==> src/rtl/vc_test_pkg.sv <==
// Shared types and constants for the multi-channel test sink: channel FSM
// states and the 16-bit Galois LFSR used to generate random ready delays.
package vc_test_pkg;

    localparam int          LFSR_W    = 16;
    // x^16 + x^14 + x^13 + x^11 + 1 in right-shifting Galois form.
    localparam logic [15:0] LFSR_POLY = 16'hB400;

    typedef enum logic [1:0] {
        ST_IDLE,
        ST_DELAY,
        ST_WAIT,
        ST_DONE
    } chan_state_e;

    // One step of the right-shifting Galois LFSR.
    function automatic logic [LFSR_W-1:0] lfsr_next(input logic [LFSR_W-1:0] s);
        return s[0] ? ((s >> 1) ^ LFSR_POLY) : (s >> 1);
    endfunction

    // Index width that never collapses to zero bits for single-entry cases.
    function automatic int clog2_min1(input int n);
        return (n > 1) ? $clog2(n) : 1;
    endfunction

endpackage

==> src/rtl/vc_test_sink_chan.sv <==
// One sink channel: expected-message memory, random ready-delay LFSR,
// IDLE/DELAY/WAIT/DONE handshake FSM and the message comparator.
module vc_test_sink_chan
    import vc_test_pkg::*;
#(
    parameter int          p_msg_nbits  = 8,
    parameter int          p_addr_nbits = 4,
    parameter logic [15:0] p_seed       = 16'hACE1
) (
    input  logic                    clk,
    input  logic                    reset,
    input  logic [7:0]              max_delay,
    input  logic [p_addr_nbits:0]   num_msgs,
    input  logic                    load_en,
    input  logic [p_addr_nbits-1:0] load_addr,
    input  logic [p_msg_nbits-1:0]  load_data,
    input  logic                    run,
    input  logic                    rearm,
    input  logic                    val,
    input  logic [p_msg_nbits-1:0]  msg,
    output logic                    rdy,
    output logic                    is_idle,
    output logic                    is_done,
    output logic                    mismatch,
    output logic [p_addr_nbits-1:0] idx
);

    chan_state_e               state, state_next;
    logic [7:0]                d, d_next;
    logic [p_addr_nbits-1:0]   idx_next;
    logic [LFSR_W-1:0]         lfsr;
    logic [p_msg_nbits-1:0]    mem [2**p_addr_nbits];
    logic [8:0]                draw_w;
    logic [7:0]                draw;
    logic                      last;

    // Delay candidate is always in [0, max_delay]; the divisor is never zero.
    assign draw_w   = {1'b0, lfsr[7:0]} % ({1'b0, max_delay} + 9'd1);
    assign draw     = draw_w[7:0];
    assign last     = (({1'b0, idx}) + (p_addr_nbits+1)'(1)) == num_msgs;

    assign rdy      = (state == ST_WAIT);
    assign is_idle  = (state == ST_IDLE);
    assign is_done  = (state == ST_DONE);
    assign mismatch = rdy && val && (msg != mem[idx]);

    // Expected-message storage, written only through the gated load port.
    // NOTE: no reset on the memory -- contents must survive reset so a run can
    // be repeated without reloading, and it keeps the array a plain RAM.
    always_ff @(posedge clk) begin
        if (load_en) mem[load_addr] <= load_data;
    end

    // State, delay counter, message index and free-running LFSR.
    // NOTE: non-blocking assignments here so every register samples the
    // pre-edge values, independent of statement order.
    always_ff @(posedge clk or negedge reset) begin
        if (!reset) begin
            state <= ST_IDLE;
            d     <= '0;
            idx   <= '0;
            lfsr  <= p_seed;
        end else begin
            state <= state_next;
            d     <= d_next;
            idx   <= idx_next;
            lfsr  <= lfsr_next(lfsr);
        end
    end

    // Next-state logic for the handshake FSM.
    // NOTE: every variable gets a default first so no path leaves it
    // unassigned, which would otherwise infer a latch.
    always_comb begin
        state_next = state;
        d_next     = d;
        idx_next   = idx;
        unique case (state)
            ST_IDLE: begin
                if (run) begin
                    idx_next = '0;
                    if (num_msgs == '0) begin
                        state_next = ST_DONE;
                    end else begin
                        d_next     = draw;
                        state_next = (draw == 8'd0) ? ST_WAIT : ST_DELAY;
                    end
                end
            end
            ST_DELAY: begin
                d_next = d - 8'd1;
                if (d <= 8'd1) state_next = ST_WAIT;
            end
            ST_WAIT: begin
                if (val) begin
                    idx_next = idx + p_addr_nbits'(1);
                    if (last) begin
                        state_next = ST_DONE;
                    end else begin
                        d_next     = draw;
                        state_next = (draw == 8'd0) ? ST_WAIT : ST_DELAY;
                    end
                end
            end
            ST_DONE: begin
                if (rearm) state_next = ST_IDLE;
            end
            default: state_next = ST_IDLE;
        endcase
    end

endmodule

==> src/rtl/vc_test_multi_chan_sink.sv <==
// Multi-channel test sink: one vc_test_sink_chan per channel, plus the shared
// start/load gating, done reduction, first-error capture and error counter.
module vc_test_multi_chan_sink
    import vc_test_pkg::*;
#(
    parameter int          p_msg_nbits = 8,
    parameter int          p_nchan     = 2,
    parameter int          p_max_msgs  = 16,
    parameter logic [15:0] p_lfsr_seed = 16'hACE1
) (
    input  logic                                   clk,
    input  logic                                   reset,
    input  logic [7:0]                             max_delay,
    input  logic [clog2_min1(p_max_msgs):0]        num_msgs,
    input  logic                                   load_en,
    input  logic [clog2_min1(p_nchan)-1:0]         load_chan,
    input  logic [clog2_min1(p_max_msgs)-1:0]      load_addr,
    input  logic [p_msg_nbits-1:0]                 load_data,
    input  logic                                   start,
    input  logic [p_nchan-1:0]                     val,
    output logic [p_nchan-1:0]                     rdy,
    input  logic [p_nchan*p_msg_nbits-1:0]         msg,
    output logic                                   done,
    output logic                                   error,
    output logic [clog2_min1(p_nchan)-1:0]         err_chan,
    output logic [clog2_min1(p_max_msgs)-1:0]      err_idx,
    output logic [15:0]                            err_count
);

    localparam int AW = clog2_min1(p_max_msgs);
    localparam int CW = clog2_min1(p_nchan);

    logic [p_nchan-1:0] chan_idle, chan_done, mismatch;
    logic [AW-1:0]      chan_idx [p_nchan];
    logic               all_idle, run, rearm;
    logic               first_hit;
    logic [CW-1:0]      first_chan;
    logic [AW-1:0]      first_idx;
    logic [15:0]        mm_count;
    logic [16:0]        count_sum;
    logic [15:0]        count_next;

    assign all_idle = &chan_idle;
    assign done     = &chan_done;
    // A new run starts only from all-IDLE; DONE channels rearm only once all are done.
    assign run      = start && all_idle;
    assign rearm    = start && done;

    for (genvar c = 0; c < p_nchan; c++) begin : g_chan
        vc_test_sink_chan #(
            .p_msg_nbits  (p_msg_nbits),
            .p_addr_nbits (AW),
            .p_seed       (p_lfsr_seed ^ 16'(c))
        ) u_chan (
            .clk       (clk),
            .reset     (reset),
            .max_delay (max_delay),
            .num_msgs  (num_msgs),
            .load_en   (load_en && all_idle && (load_chan == CW'(c))),
            .load_addr (load_addr),
            .load_data (load_data),
            .run       (run),
            .rearm     (rearm),
            .val       (val[c]),
            .msg       (msg[c*p_msg_nbits +: p_msg_nbits]),
            .rdy       (rdy[c]),
            .is_idle   (chan_idle[c]),
            .is_done   (chan_done[c]),
            .mismatch  (mismatch[c]),
            .idx       (chan_idx[c])
        );
    end

    // Pick the lowest mismatching channel and count all mismatches this cycle.
    always_comb begin
        first_hit  = 1'b0;
        first_chan = '0;
        first_idx  = '0;
        mm_count   = '0;
        for (int c = p_nchan - 1; c >= 0; c--) begin
            if (mismatch[c]) begin
                first_hit  = 1'b1;
                first_chan = CW'(c);
                first_idx  = chan_idx[c];
            end
            mm_count = mm_count + 16'(mismatch[c]);
        end
        count_sum  = {1'b0, err_count} + {1'b0, mm_count};
        count_next = count_sum[16] ? 16'hFFFF : count_sum[15:0];
    end

    // Sticky first-error capture and saturating mismatch counter.
    always_ff @(posedge clk or negedge reset) begin
        if (!reset) begin
            error     <= 1'b0;
            err_chan  <= '0;
            err_idx   <= '0;
            err_count <= '0;
        end else begin
            if (first_hit && !error) begin
                error    <= 1'b1;
                err_chan <= first_chan;
                err_idx  <= first_idx;
            end
            err_count <= count_next;
        end
    end

endmodule

==> config.mk <==
export PLATFORM = sky130hd
export DESIGN_NAME = vc_test_multi_chan_sink
export DESIGN_NICKNAME = d
export VERILOG_FILES = /design/src/rtl/vc_test_pkg.sv /design/src/rtl/vc_test_sink_chan.sv /design/src/rtl/vc_test_multi_chan_sink.sv
export SDC_FILE = /design/constraint.sdc
export NUM_CORES = 1
export LEC_CHECK = 0
export ABC_AREA = 1
export BUFFER_PORTS_ARGS = -buffer_cell sky130_fd_sc_hd__buf_2
export CAP_MARGIN = 20
export CORE_UTILIZATION = 45
export DETAILED_ROUTE_END_ITERATION = 8
export HOLD_SLACK_MARGIN = 0.03
export PLACE_DENSITY = 0.62
export SYNTH_ARGS = -nofsm -noshare
export SYNTH_HDL_FRONTEND = slang
export SYNTH_SLANG_ARGS = --single-unit
==> constraint.sdc <==
create_clock -name clk -period 16.4 [get_ports clk]
set_input_delay 3.28 -clock clk [delete_from_list [all_inputs] [get_ports clk]]
set_output_delay 3.28 -clock clk [all_outputs]
set_load 0.05 [all_outputs]
==> metrics, run 1 <==
status completed; max incr delay on CP 0.34 ns; Peak VDD IR 0.000104 V; sequential element share of the synthesized area between 50% and 60%; commonest non-fill, non-tap cell in the layout nand2_1; final hold vios 0; Logic pwr share 37.2%; Crit-path slowest cell ha_1; Util after Layout 50.6%; count of input and output buffers 72; drt pass-1 iters 5; total gr overflow 0; Worst Setup Start Kind primary input; critical-path maximum fanout 19; gr usage total 22.0%; ANT nets after route 0; predominant post-synthesis flop cell edfxtp_1; CTS Buf Count 36; placed cells approximately 2600; Setup-failing EPs final 0; Switch Pwr between 1 and 1.5 mW; fmax 66.0 MHz; commonest non-fill, non-tap cells in the layout 343 x nand2_1, 270 x nor2_1, 256 x edfxtp_1; switching share of power 38.1%; Std-Cell Rows 75; EDFF count, synth 256; drt via density 5.49; Crit Path Class primary input to flip-flop; HP Start g_chan[0].u_chan.lfsr[12]$_DFF_PN0_; I/O Pins 73; average wire per standard cell 17.7 um; leakage 9.14 nW; Die ar. between 40000 and 50000 um2; HP Class flip-flop to flip-flop; Hold Crit Depth 0; Die Y-Extent 208 um; Clock Sinks 338; crit path capture type flip-flop; clk root buf clkbuf_16; Hold Path End g_chan[0].u_chan.lfsr[11]$_DFF_PN1_; WP data arrival 15.60 ns; Synth async-reset ratio between 20% and 30%; Final min period 15.16 ns; core area 41900 um2; initial core utilization a little under half; fraction of layout cells with a size suffix above 1 a little under an eighth; post-detail-place hpwl 32.3 mm; Rel. slew slack 29.6%; final count of pins violating max slew 0; Finished Layout Cells 2700; Routability Congestion 0.871; residual DRC count 0; clock latency on the worst-skew pair approximately 0.52 ns; Int Pwr 1.73 mW; DRT Wirelength 47.7 mm; CTS clk-pin slew, worst paths 0.05 ns; routed vias 14834; part of the cycle the worst path needs 92.4%; most frequent CP cell nand2_1; post-synthesis register bit count 338; nets around 2300; largest net degree at the start of global routing 69; Mapped Nets 2228; Synth Instances 2076; global-route wire length before repair 75.7 mm; Clock power frac 26.7%; Netlist cell types between 50 and 60; RR Endpoint g_chan[1].u_chan.state[1]$_DFFE_PN0P_; reg-to-reg slack, setup 4.04 ns; Worst-Margin Slew 1.06 ns; Setup crit start max_delay[0]; Pwr Density around 130 nW/um2; mean area per synthesized cell 9.19 um2; initial antenna violation count 3; Reg-to-Reg Start g_chan[1].u_chan.lfsr[0]$_DFF_PN0_; vias in the first global route 14250; htree depth 2; CP required 16.85 ns; Seq pwr share 36.0%; clock buffer depth 3; reg2reg path depth 94; chip width 208 um; Iteration-0 DRC Markers 1127; Max-Cap Viols 0; Clock Skew ~0.021 ns; Layout Area Growth over Synthesis 10.9%; Ys Warns 0; CTS tree built; Mapped Area between 15000 and 20000 um2
routing by layer:
metal	global-route usage (%)	part of all wire (%)	vias up
li1	-	-	7310
met1	29.3	45	7089
met2	37.5	48	361
met3	3.02	5.0	70
met4	6.16	2.3	4
met5	0	0.057	-
cells in the mapped netlist (10+ instances only):
cell type / n / area share (%)
a21o_1: 12 / 0.47
a21oi_1: 72 / 1.9
a31oi_1: 11 / 0.36
and2_1: 10 / 0.33
clkbuf_1: 56 / 1.1
dfrtp_1: 67 / 8.8
dfstp_2: 15 / 2.1
edfxtp_1: 256 / 40
ha_1: 101 / 6.6
inv_1: 188 / 3.7
nand2_1: 347 / 6.8
nand2_2: 12 / 0.39
nand3_1: 126 / 3.3
nand3_2: 12 / 0.63
nand4_1: 20 / 0.66
nor2_1: 270 / 5.3
nor3_1: 20 / 0.52
o211ai_1: 17 / 0.67
o21ai_0: 195 / 5.1
o221ai_1: 13 / 0.60
o22ai_1: 60 / 2.0
or2_2: 24 / 0.79
xnor2_1: 38 / 1.7
xor2_1: 45 / 2.1
area by class of cell:
cell class	count	area (um2)
sequential	338	9760
clock buffer	44	941
inverter	198	746
clock inverter	18	124
multi-input combinational	1469	8340
timing repair buffer	93	578
fill	3876	20700
tap	539	674
antenna	1	2.50
worst max-delay path, delay by kind of cell:
kind            cells  cell delay [ns]
buf+inv            14             1.49
fa+ha+maj           9             2.61
compound gates     13             2.17
simple gates       58             6.03
cells by family (layout without fill, tap and decap cells):
family | after synthesis | count (layout) | share of synthesized area [%]
buffers and inverters | 269 | 353 | 5.44
other | 0 | 1 | 0
and+or+nand+nor | 865 | 865 | 20.0
AOI/OAI and AO/OA | 415 | 415 | 12.6
DFF | 338 | 338 | 51.2
muxes | 2 | 2 | 0.105
adders and majority gates | 104 | 104 | 6.94
xor gates and xnor gates | 83 | 83 | 3.81
repair_timing:
action	4_1_cts	5_1_grt
hold endpoints to repair	0	0
buffers inserted	0	4
hold buffers	0	0
setup endpoints to repair	0	20
gates resized for setup	0	26
sequential cells by signal, summed over array words and instances (netlist names):
| name | count |
|---|---|
| g_chan.u_chan.mem | 256 |
| g_chan.u_chan.lfsr | 32 |
| err_count | 16 |
| g_chan.u_chan.d | 16 |
| g_chan.u_chan.idx | 8 |
| err_idx | 4 |
| g_chan.u_chan.state | 4 |
| err_chan | 1 |
| error | 1 |
power by group through the flow:
| stage | Combinational [mW] | Clock, mW | Sequential [mW] |
|---|---|---|---|
| after global routing | 1.16 | 0.792 | 1.01 |
| final | 1.04 | 0.746 | 1.01 |
| after global placement | 1.00 | 0 | 1.02 |
| after detailed placement | 1.02 | 0 | 1.02 |
| after CTS | 1.03 | 0.759 | 1.01 |
| after floorplan | 0.729 | 0 | 1.04 |
metrics by stage:
stage	TNS [ns]	total power [mW]	setup WS (ns)	hold WS [ns]	instance area, um2
after global routing	-0.0220	2.96	-0.0208	0.353	21200
final	0	2.79	1.24	0.348	21200
after detailed placement	-0.236	2.05	-0.135	0.338	20000
after CTS	0	2.79	0.379	0.351	21000
after floorplan	0	1.77	1.84	0.331	19100
after global placement	0	2.02	0.00286	0.334	19900
worst max-delay path by stage:
stage | to | slack, ns | cells past startpoint
finish | g_chan[0].u_chan.state[1]$_DFFE_PN0P_ | 1.24 | 94
CTS | g_chan[0].u_chan.state[1]$_DFFE_PN0P_ | 0.38 | 92
floorplan | g_chan[1].u_chan.state[0]$_DFFE_PN0P_ | 1.84 | 95
detailed placement | g_chan[0].u_chan.state[1]$_DFFE_PN0P_ | -0.13 | 92
global route | g_chan[0].u_chan.state[1]$_DFFE_PN0P_ | -0.02 | 95
global placement | g_chan[0].u_chan.state[1]$_DFFE_PN0P_ | 0.003 | 91
Power figures use the tool's default switching activity.
==> inputs of run 2 (changes only) <==
==> constraint.sdc (replaced) <==
create_clock -name clk -period 16.35 [get_ports clk]
set_input_delay 3.27 -clock clk [delete_from_list [all_inputs] [get_ports clk]]
set_output_delay 3.27 -clock clk [all_outputs]
set_load 0.05 [all_outputs]
==> metrics, run 2 (same netlist as run 1, synthesis figures left out) <==
Logic pwr share 35.8% (-1.4 points); nets 2293 (+0.22%); WP data arrival 15.55 ns (-0.05 ns); part of the cycle the worst path needs 92.3%; HP Start g_chan[1].u_chan.lfsr[9]$_DFF_PN0_; crit path capture type flip-flop; commonest non-fill, non-tap cell in the layout nand2_1; CP required 16.81 ns (-0.04 ns); initial core utilization 45.6% (unchanged); Clock Sinks 338 (unchanged); clock buffer depth 3 (unchanged); status completed; Die ar. 43200 um2 (unchanged); clk root buf clkbuf_16; commonest non-fill, non-tap cells in the layout 342 x nand2_1, 269 x nor2_1, 256 x edfxtp_1; routed vias 14829 (-0.034%); Finished Layout Cells 2709 (+0.33%); RR Endpoint g_chan[1].u_chan.state[1]$_DFFE_PN0P_; max incr delay on CP 0.33 ns (about the same); reg2reg path depth 94 (unchanged); Hold Crit Depth 0 (unchanged); Hold Path End g_chan[1].u_chan.lfsr[8]$_DFF_PN0_; clock latency on the worst-skew pair 0.55 ns (+0.03 ns); fmax 66.3 MHz; drt via density 5.47 (-0.37%); drt pass-1 iters 8 (+3); Switch Pwr 1.08 mW (+2.0%); initial antenna violation count 3 (unchanged); htree depth 2 (unchanged); Clock power frac 28.6% (+1.9 points); chip width 208 um (unchanged); total gr overflow 0 (unchanged); top flop regs g_chan.u_chan.mem: 256 flops, g_chan.u_chan.lfsr: 32 flops; reg-to-reg slack, setup 4.11 ns (+0.07 ns); Final min period 15.09 ns; ANT nets after route 0 (unchanged); post-detail-place hpwl 32.2 mm (-0.47%); count of input and output buffers 72 (unchanged); Worst Setup Start Kind primary input; largest net degree at the start of global routing 67 (-2.9%); final hold vios 0 (unchanged); Routability Congestion 0.875 (+0.46%); core area 41900 um2 (unchanged); Worst-Margin Slew 1.11 ns (+0.0505 ns); Fin Setup TNS 0 ns (unchanged); Pwr Density 135 nW/um2 (+2.4%); most frequent CP cell nand2_1; Largest Register g_chan.u_chan.mem; Layout Area Growth over Synthesis 11.6%; hold_buf cts 0 (unchanged); Max-Cap Viols 0 (unchanged); average wire per standard cell 17.7 um (+0.34%); Crit-path slowest cell or2_2; DRT Wirelength 48.0 mm (+0.68%); residual DRC count 0 (unchanged); I/O Pins 73 (unchanged); Clock Skew 0.0219 ns (+0.00122 ns); Largest register FFs 256 (unchanged); critical-path maximum fanout 8 (-11); CTS Buf Count 37 (+2.8%); Iteration-0 DRC Markers 1127 (unchanged); fraction of layout cells with a size suffix above 1 12.1% (+0.60 points); Peak VDD IR 0.000118 V (+14%); HP Class flip-flop to flip-flop; Buf/Inv on CP 15 (+1); Crit Path Class primary input to flip-flop; global-route wire length before repair 76.6 mm (+1.1%); Int Pwr 1.79 mW (+3.7%); Std-Cell Rows 75 (unchanged); Reg-to-Reg Start g_chan[1].u_chan.lfsr[0]$_DFF_PN0_; Die Y-Extent 208 um (unchanged); placed cells 2635 (+0.11%); final count of pins violating max slew 0 (unchanged); gr usage total 22.3% (+0.36 points); Top delay family on crit path simple AND/OR/NAND/NOR gates; Seq pwr share 35.6% (-0.4 points); CTS tree built; Setup-failing EPs final 0 (unchanged); switching share of power 37.7% (-0.37 points); CTS clk-pin slew, worst paths 0.05 ns (about the same); leakage 9.21 nW (+0.82%); fillers 3842 (-0.88%); Rel. slew slack 26.0% (-3.6 points); vias in the first global route 14439 (+1.3%)
-- run 2: changes by cell type in the layout (fill, tap and decap cells not counted), sizes merged --
cell | previous run | this run
inv | 195 | 197
clkinvlp | 1 | 0
clkbuf | 44 | 48
clkinv | 19 | 16
buf | 93 | 97
bufinv | 1 | 4
-- run 2: final cells by class --
| class | count | area (um2) | share of cell area, % |
|---|---|---|---|
| timing repair buffer | 97 | 578 | 2.71 |
| tap | 539 | 674 | 3.17 |
| clock buffer | 48 | 977 | 4.59 |
| multi-input combinational | 1469 | 8360 | 39.3 |
| inverter | 198 | 743 | 3.49 |
| clock inverter | 19 | 196 | 0.922 |
| sequential | 338 | 9760 | 45.8 |
| antenna | 1 | 2.50 | 0.0118 |
-- run 2: power by group through the flow --
stage                     combinational (mW)  sequential [mW]  clock [mW]
after CTS                               1.01             1.02       0.837
after global placement                 0.991             1.04           0
final                                   1.03             1.02       0.821
after floorplan                        0.731             1.04           0
after global routing                    1.15             1.03       0.875
after detailed placement                1.00             1.04           0
-- run 2: stage by stage --
step / setup WS [ns] / cell area (um2) / power (mW) / util, % / hold slack [ns]
floorplan: 1.80 / 19100 / 1.77 / - / 0.331
global placement: 0.528 / 20000 / 2.03 / 47.7 / 0.332
detailed placement: 0.0886 / 20000 / 2.05 / 47.7 / 0.336
CTS: 0.620 / 21100 / 2.87 / 50.5 / 0.348
global route: -0.0414 / 21300 / 3.06 / 50.9 / 0.362
finish: 1.26 / 21300 / 2.87 / 50.9 / 0.345
-- run 2: how the worst max path moves through the flow --
stage / from / end / slack (ns) / cells past startpoint
floorplan: max_delay[0] / g_chan[1].u_chan.state[0]$_DFFE_PN0P_ / 1.80 / 95
global placement: max_delay[2] / g_chan[0].u_chan.state[1]$_DFFE_PN0P_ / 0.53 / 87
detailed placement: max_delay[0] / g_chan[1].u_chan.state[1]$_DFFE_PN0P_ / 0.09 / 99
CTS: max_delay[0] / g_chan[1].u_chan.state[0]$_DFFE_PN0P_ / 0.62 / 98
global route: max_delay[0] / g_chan[1].u_chan.state[1]$_DFFE_PN0P_ / -0.04 / 100
finish: max_delay[0] / g_chan[0].u_chan.state[1]$_DFFE_PN0P_ / 1.26 / 91
-- run 2: repair_timing --
action,CTS,global route
buffers inserted,0,4
endpoints found under the setup margin,0,14
gates resized for setup,0,32
-- run 2: per-layer routing --
metal	GRT usage [%]	vias to the layer above	share of wire (%)
li1	-	7312	-
met1	29.3	7056	44
met2	37.7	372	48
met3	3.38	85	5.2
met4	7.66	4	2.7
met5	0	-	0.048
